`config.mk`:
```
export PLATFORM = sky130hd
export DESIGN_NAME = pcie_tx_arb_flat
export DESIGN_NICKNAME = d
export VERILOG_FILES = /design/src/rtl/pcie_tx_arb_if.sv /design/src/rtl/pcie_tx_arb.sv /design/src/flat_wrapper.sv
export SDC_FILE = /design/constraint.sdc
export NUM_CORES = 1
export LEC_CHECK = 0
export CAP_MARGIN = 20
export CORE_AREA = 2 2 124 126
export CTS_CLUSTER_SIZE = 28
export DETAILED_ROUTE_END_ITERATION = 6
export DIE_AREA = 0 0 126 128
export PLACE_DENSITY_LB_ADDON = 0.2
export SYNTH_ARGS = -nofsm -noshare
export SYNTH_HDL_FRONTEND = slang
export SYNTH_SLANG_ARGS = --single-unit
```
`constraint.sdc`:
```
create_clock -name pcie_clk -period 3.3 [get_ports pcie_clk]
set_input_delay 0.66 -clock pcie_clk [delete_from_list [all_inputs] [get_ports pcie_clk]]
set_output_delay 0.66 -clock pcie_clk [all_outputs]
set_load 0.01 [all_outputs]
```
`src/rtl/pcie_tx_arb_if.sv`:
```
// TRN transmit bundle shared by the TX requesters, the arbiter and the core.
// The slave modport is the arbiter's view; master is the surrounding fabric.
interface pcie_tx_arb_if #(
    parameter int NUM_REQ = 3
);
    logic [NUM_REQ-1:0]      req_v;
    logic [NUM_REQ-1:0]      req_done;
    logic [NUM_REQ-1:0]      req_grant;
    logic                    req_stall;
    logic [64*NUM_REQ-1:0]   req_td;
    logic [8*NUM_REQ-1:0]    req_trem_n;
    logic [NUM_REQ-1:0]      req_tsof_n;
    logic [NUM_REQ-1:0]      req_teof_n;
    logic [NUM_REQ-1:0]      req_tsrc_rdy_n;
    logic [63:0]             trn_td;
    logic [7:0]              trn_trem_n;
    logic                    trn_tsof_n;
    logic                    trn_teof_n;
    logic                    trn_tsrc_rdy_n;
    logic                    trn_tdst_rdy_n;
    logic [5:0]              trn_tbuf_av;
    logic                    proto_err;
    logic                    timeout_err;

    modport slave (
        input  req_v, req_done, req_td, req_trem_n,
        input  req_tsof_n, req_teof_n, req_tsrc_rdy_n,
        input  trn_tdst_rdy_n, trn_tbuf_av,
        output req_grant, req_stall,
        output trn_td, trn_trem_n, trn_tsof_n, trn_teof_n, trn_tsrc_rdy_n,
        output proto_err, timeout_err
    );

    modport master (
        output req_v, req_done, req_td, req_trem_n,
        output req_tsof_n, req_teof_n, req_tsrc_rdy_n,
        output trn_tdst_rdy_n, trn_tbuf_av,
        input  req_grant, req_stall,
        input  trn_td, trn_trem_n, trn_tsof_n, trn_teof_n, trn_tsrc_rdy_n,
        input  proto_err, timeout_err
    );
endinterface

```
`src/rtl/pcie_tx_arb.sv`:
```
// Round-robin packet arbiter and TRN mux in front of the PCIe TX core,
// with buffer gating, grant watchdog and sticky protocol error flags.
module pcie_tx_arb #(
    parameter int NUM_REQ  = 3,
    parameter int BUF_MIN  = 1,
    parameter int TIMEOUT  = 1024,
    parameter int CNT_BITS = 16
) (
    input  logic         pcie_clk,
    input  logic         rst,
    pcie_tx_arb_if.slave bus
);
    localparam int IW = $clog2(NUM_REQ);
    localparam logic [CNT_BITS-1:0] WD_LAST = CNT_BITS'(TIMEOUT - 1);

    typedef enum logic {
        IDLE,
        GRANTED
    } state_e;

    state_e              state_q, state_d;
    logic [NUM_REQ-1:0]  grant_q, grant_d;
    logic [IW-1:0]       rr_ptr_q, rr_ptr_d;
    logic [CNT_BITS-1:0] wd_cnt_q, wd_cnt_d;
    logic                proto_err_q, proto_err_d;
    logic                timeout_err_q, timeout_err_d;

    logic                found;
    logic [IW-1:0]       win_idx;
    logic [IW-1:0]       gnt_idx;
    logic [IW-1:0]       next_ptr;
    logic                eligible;
    logic                done_hit;
    logic                done_stray;
    logic                wd_fire;

    // First pending requester at or after rr_ptr, wrapping.
    always_comb begin
        int idx;
        idx     = 0;
        found   = 1'b0;
        win_idx = '0;
        for (int k = 0; k < NUM_REQ; k++) begin
            idx = (int'(rr_ptr_q) + k) % NUM_REQ;
            if (!found && bus.req_v[idx]) begin
                found   = 1'b1;
                win_idx = IW'(idx);
            end
        end
    end

    always_comb begin
        gnt_idx = '0;
        for (int i = 0; i < NUM_REQ; i++) begin
            if (grant_q[i]) begin
                gnt_idx = IW'(i);
            end
        end
    end

    assign next_ptr   = (gnt_idx == IW'(NUM_REQ - 1)) ? '0 : gnt_idx + 1'b1;
    assign eligible   = found && (int'(bus.trn_tbuf_av) >= BUF_MIN);
    assign done_hit   = (state_q == GRANTED) && |(bus.req_done & grant_q);
    assign done_stray = |(bus.req_done & ~grant_q);
    assign wd_fire    = (state_q == GRANTED) && !done_hit
                        && (wd_cnt_q == WD_LAST);

    always_comb begin
        state_d       = state_q;
        grant_d       = grant_q;
        rr_ptr_d      = rr_ptr_q;
        wd_cnt_d      = wd_cnt_q;
        proto_err_d   = proto_err_q | done_stray;
        timeout_err_d = timeout_err_q | wd_fire;
        unique case (state_q)
            IDLE: begin
                if (eligible) begin
                    state_d  = GRANTED;
                    grant_d  = NUM_REQ'(1) << win_idx;
                    wd_cnt_d = '0;
                end
            end
            GRANTED: begin
                wd_cnt_d = wd_cnt_q + 1'b1;
                if (done_hit || wd_fire) begin
                    state_d  = IDLE;
                    grant_d  = '0;
                    rr_ptr_d = next_ptr;
                end
            end
            default: begin
                state_d = IDLE;
                grant_d = '0;
            end
        endcase
    end

    always_ff @(posedge pcie_clk or posedge rst) begin
        if (rst) begin
            state_q       <= IDLE;
            grant_q       <= '0;
            rr_ptr_q      <= '0;
            wd_cnt_q      <= '0;
            proto_err_q   <= 1'b0;
            timeout_err_q <= 1'b0;
        end else begin
            state_q       <= state_d;
            grant_q       <= grant_d;
            rr_ptr_q      <= rr_ptr_d;
            wd_cnt_q      <= wd_cnt_d;
            proto_err_q   <= proto_err_d;
            timeout_err_q <= timeout_err_d;
        end
    end

    // AND-OR mux; active-low lines are inverted so zero grant yields idle.
    logic [63:0] td_mux;
    logic [7:0]  rem_act;
    logic        sof_act;
    logic        eof_act;
    logic        src_act;

    always_comb begin
        td_mux  = '0;
        rem_act = '0;
        sof_act = 1'b0;
        eof_act = 1'b0;
        src_act = 1'b0;
        for (int i = 0; i < NUM_REQ; i++) begin
            td_mux  = td_mux
                      | (bus.req_td[64*i +: 64] & {64{grant_q[i]}});
            rem_act = rem_act
                      | (~bus.req_trem_n[8*i +: 8] & {8{grant_q[i]}});
            sof_act = sof_act | (~bus.req_tsof_n[i] & grant_q[i]);
            eof_act = eof_act | (~bus.req_teof_n[i] & grant_q[i]);
            src_act = src_act | (~bus.req_tsrc_rdy_n[i] & grant_q[i]);
        end
    end

    assign bus.trn_td         = td_mux;
    assign bus.trn_trem_n     = ~rem_act;
    assign bus.trn_tsof_n     = ~sof_act;
    assign bus.trn_teof_n     = ~eof_act;
    assign bus.trn_tsrc_rdy_n = ~src_act;
    assign bus.req_stall      = bus.trn_tdst_rdy_n;
    assign bus.req_grant      = grant_q;
    assign bus.proto_err      = proto_err_q;
    assign bus.timeout_err    = timeout_err_q;
endmodule

```
`src/flat_wrapper.sv`:
```
// flat-port wrapper written by rule: the top's interface ports become plain ports
module pcie_tx_arb_flat 
#(
    parameter int NUM_REQ  = 3,
    parameter int BUF_MIN  = 1,
    parameter int TIMEOUT  = 1024,
    parameter int CNT_BITS = 16
)
  (pcie_clk, rst, bus_req_v, bus_req_done, bus_req_td, bus_req_trem_n, bus_req_tsof_n, bus_req_teof_n, bus_req_tsrc_rdy_n, bus_trn_tdst_rdy_n, bus_trn_tbuf_av, bus_req_grant, bus_req_stall, bus_trn_td, bus_trn_trem_n, bus_trn_tsof_n, bus_trn_teof_n, bus_trn_tsrc_rdy_n, bus_proto_err, bus_timeout_err);
  pcie_tx_arb_if #(.NUM_REQ(NUM_REQ)) bus_i ();
  input  logic pcie_clk;
  input  logic rst;
  input wire logic [$bits(bus_i.req_v)-1:0] bus_req_v;
  input wire logic [$bits(bus_i.req_done)-1:0] bus_req_done;
  input wire logic [$bits(bus_i.req_td)-1:0] bus_req_td;
  input wire logic [$bits(bus_i.req_trem_n)-1:0] bus_req_trem_n;
  input wire logic [$bits(bus_i.req_tsof_n)-1:0] bus_req_tsof_n;
  input wire logic [$bits(bus_i.req_teof_n)-1:0] bus_req_teof_n;
  input wire logic [$bits(bus_i.req_tsrc_rdy_n)-1:0] bus_req_tsrc_rdy_n;
  input wire logic [$bits(bus_i.trn_tdst_rdy_n)-1:0] bus_trn_tdst_rdy_n;
  input wire logic [$bits(bus_i.trn_tbuf_av)-1:0] bus_trn_tbuf_av;
  output wire logic [$bits(bus_i.req_grant)-1:0] bus_req_grant;
  output wire logic [$bits(bus_i.req_stall)-1:0] bus_req_stall;
  output wire logic [$bits(bus_i.trn_td)-1:0] bus_trn_td;
  output wire logic [$bits(bus_i.trn_trem_n)-1:0] bus_trn_trem_n;
  output wire logic [$bits(bus_i.trn_tsof_n)-1:0] bus_trn_tsof_n;
  output wire logic [$bits(bus_i.trn_teof_n)-1:0] bus_trn_teof_n;
  output wire logic [$bits(bus_i.trn_tsrc_rdy_n)-1:0] bus_trn_tsrc_rdy_n;
  output wire logic [$bits(bus_i.proto_err)-1:0] bus_proto_err;
  output wire logic [$bits(bus_i.timeout_err)-1:0] bus_timeout_err;
  assign bus_i.req_v = bus_req_v;
  assign bus_i.req_done = bus_req_done;
  assign bus_i.req_td = bus_req_td;
  assign bus_i.req_trem_n = bus_req_trem_n;
  assign bus_i.req_tsof_n = bus_req_tsof_n;
  assign bus_i.req_teof_n = bus_req_teof_n;
  assign bus_i.req_tsrc_rdy_n = bus_req_tsrc_rdy_n;
  assign bus_i.trn_tdst_rdy_n = bus_trn_tdst_rdy_n;
  assign bus_i.trn_tbuf_av = bus_trn_tbuf_av;
  assign bus_req_grant = bus_i.req_grant;
  assign bus_req_stall = bus_i.req_stall;
  assign bus_trn_td = bus_i.trn_td;
  assign bus_trn_trem_n = bus_i.trn_trem_n;
  assign bus_trn_tsof_n = bus_i.trn_tsof_n;
  assign bus_trn_teof_n = bus_i.trn_teof_n;
  assign bus_trn_tsrc_rdy_n = bus_i.trn_tsrc_rdy_n;
  assign bus_proto_err = bus_i.proto_err;
  assign bus_timeout_err = bus_i.timeout_err;
  pcie_tx_arb #(.NUM_REQ(NUM_REQ), .BUF_MIN(BUF_MIN), .TIMEOUT(TIMEOUT), .CNT_BITS(CNT_BITS)) u_core (.pcie_clk(pcie_clk), .rst(rst), .bus(bus_i));
endmodule
```
==> flow_metrics.tcl <==
set metrics [dict create \
    track_usage_pct 18.8 \
    yosys_warnings 0 \
    cts.path.max_buffers 2 \
    synth_cells 339 \
    async_reset_ff_share_pct 100 \
    synth_compound_area_share_pct 40.0 \
    fillerInstances 1528 \
    grt_max_degree 39 \
    syn-num-nets 584 \
    clk_pin_slew_ns 0.06 \
    synth.mux.area_fraction_pct 3.11 \
    synth_flop_cell "dfrtp_1" \
    avgSynthCellArea_um2 7.72 \
    finalMaxSlewViolations 0 \
    required_ns 2.64 \
    worstPathArrival_ns 2.50 \
    place_area_um2 6030 \
    hold_buffers 0 \
    yosysUniqueCellTypes 48 \
    relSlewSlack_pct 49.5 \
    maxCapViolations 0 \
    yosys.area_share.adder_pct 2.39 \
    worst_pin_slew_ns 0.758 \
    drt_iter0_drc 350 \
    tritoncts "built" \
    grt_pass1_vias 4033 \
    p_total_uw 4040 \
    portBuffers 318 \
    synth_xor_area_share_pct 0.669 \
    die_area_um2 16100 \
    ant_nets 0 \
    rsz0062_at_grt "no" \
    crit_type "in -> out" \
    post-dp-hpwl_um 14100 \
    hold_viol_final 0 \
    p_per_area_nw_per_um2 656 \
    ir_drop_uv 301 \
    slowest_delay_ns 0.71 \
    critPathLaunchType "input port" \
    drc 0 \
    globalplace.congestion 0.836 \
    routed_via_density 4.84 \
    worstSkewPairLatency_ns 0.26 \
    crit_fanout 1 \
    hold_class "reg -> reg" \
    multi_input_area_um2 1580 \
    finalCritPeriodShare_pct 95.7 \
    layout_common_cells "clkdlybuf4s50_1 (318), inv_1 (82), a222oi_1 (65)" \
    period_minus_slack_ns 3.16 \
    slowest_stage "a222oi_1" \
    layout_setup_ws_ns 0.141 \
    core_area_um2 14900 \
    crit_chain "clkdlybuf4s50_1 > a222oi_1 > buf_4 > inv_1 > clkdlybuf4s50_1" \
    htreeDepth 1 \
    routedWlPerCell_um 19.8 \
    nets 891 \
    syn2layout_area_growth_pct 136 \
    final_util_pct 41.5 \
    fin_skew_ns 0.00202 \
    final_common_cell "clkdlybuf4s50_1" \
    endpoint_kind "output pin" \
    netlist_area_um2 2620 \
    grt_antenna_before_repair 0 \
    grt_overflow_total 0 \
    regArea_um2 604 \
    yosys.area_share.simple_pct 14.3 \
    status "complete, no violations" \
    via_count 4033 \
    ys_ff_latch 24 \
    crit_buf_inv 4 \
    post_cts_buffers 0 \
    pin_count 321 \
    cts_resized 0 \
    numCtsBuffers 3 \
    dp_slack_ns 0.164 \
    finalSetupViolCount 0 \
    synth-edff-count 0 \
    synth_seq_area_share_pct 22.9 \
    r2r_setup_slack_ns 0.90 \
    drt-pass1-iter-count 6 \
    grt_pass1_wl_um 23400 \
    cts.sinks 24 \
    drive_above_1_share_pct 4.96 \
    dieWidth_um 126 \
    synth_top_family_by_area "compound AO/OA/AOI/OAI gates" \
    routed_wl_um 16500 \
    leakagePower_uw 0.00265 \
    fmax_mhz 317 \
    clockRootBuffer "clkbuf_16" \
    tns_ns 0 \
    die_h_um 128 \
    initial_core_util_pct 17.6 \
    crit_top_cell "clkdlybuf4s50_1" \
    diodes 0 \
    fin_area_um2 6170 \
    critPathTopFamily "buffers and inverters" \
    row_count 45 \
]
## report_power, final
| part | total, µW | switching [µW] | internal [µW] | leakage, µW |
|---|---|---|---|---|
| Combinational | 3160 | 1460 | 1700 | 0.00229 |
| Clock | 344 | 103 | 241 | 0.0000511 |
| Sequential | 539 | 188 | 351 | 0.000312 |
| Total | 4040 | 1750 | 2290 | 0.00265 |
## cell usage after synthesis (4+ instances only)
library cell	n	area [µm²]
a21oi_1	13	65.1
a222oi_1	65	651
clkbuf_1	24	90.1
dfrtp_1	24	601
ha_1	5	62.6
inv_1	82	308
mux2i_1	7	70.1
nand2_1	12	45.0
nand2b_1	9	56.3
nand3_1	6	30.0
nor2_1	8	30.0
nor2b_1	4	25.0
o211ai_1	6	45.0
o21ai_0	12	60.1
o21ai_1	6	30.0
o22ai_1	12	75.1
## metrics by stage
step                hold WS, ns  instances
floorplan                 0.443        339
global placement          0.458        828
detailed placement        0.474        828
CTS                       0.487        832
global route              0.509        833
finish                    0.482        833
## layer usage
layer / vias to the layer above / GRT usage [%] / wire (µm)
li1: 1919 / - / -
met1: 1904 / 19.9 / 5600
met2: 199 / 38.4 / 9440
met3: 11 / 2.88 / 1140
met4: 0 / 4.33 / 311
met5: - / 0 / 0
## path summary, 6_finish.rpt
kind                                                      from                             endpoint  cells after the start
setup reg to reg           u_core.bus.req_grant[2]$_DFFE_PP0P_  u_core.bus.req_grant[0]$_DFFE_PP0P_                      7
hold / removal                 u_core.wd_cnt_q[15]$_DFFE_PP0P_      u_core.wd_cnt_q[15]$_DFFE_PP0P_                      1
min in group asynchronous                                  rst       u_core.wd_cnt_q[5]$_DFFE_PP0P_                      2
hold reg to reg                u_core.wd_cnt_q[15]$_DFFE_PP0P_      u_core.wd_cnt_q[15]$_DFFE_PP0P_                      1
max in group asynchronous                                  rst  u_core.bus.req_grant[0]$_DFFE_PP0P_                      3
setup / recovery                                bus_req_td[25]                       bus_trn_td[25]                      5
## sequential cells by signal, summed over array words and instances (netlist names)
name	count
u_core.bus.req_grant	3
u_core.wd_cnt_q	16
u_core.rr_ptr_q	2
u_core.bus.timeout_err	1
u_core.bus.proto_err	1
u_core.state_q	1
## area by class of cell
class                      count  area share [%]
inverter                      82            4.99
tap                          188            3.81
multi-input combinational    203            25.6
timing repair buffer         332            54.0
sequential                    24            9.80
clock inverter                 1           0.487
clock buffer                   3            1.22
## cells by family after synthesis
group | count (synthesis)
flops | 24
buf+inv | 112
fa+ha+maj | 5
simple gates | 62
compound gates | 126
mux | 8
xor+xnor | 2
No activity file was read; power rests on OpenSTA's default activity.
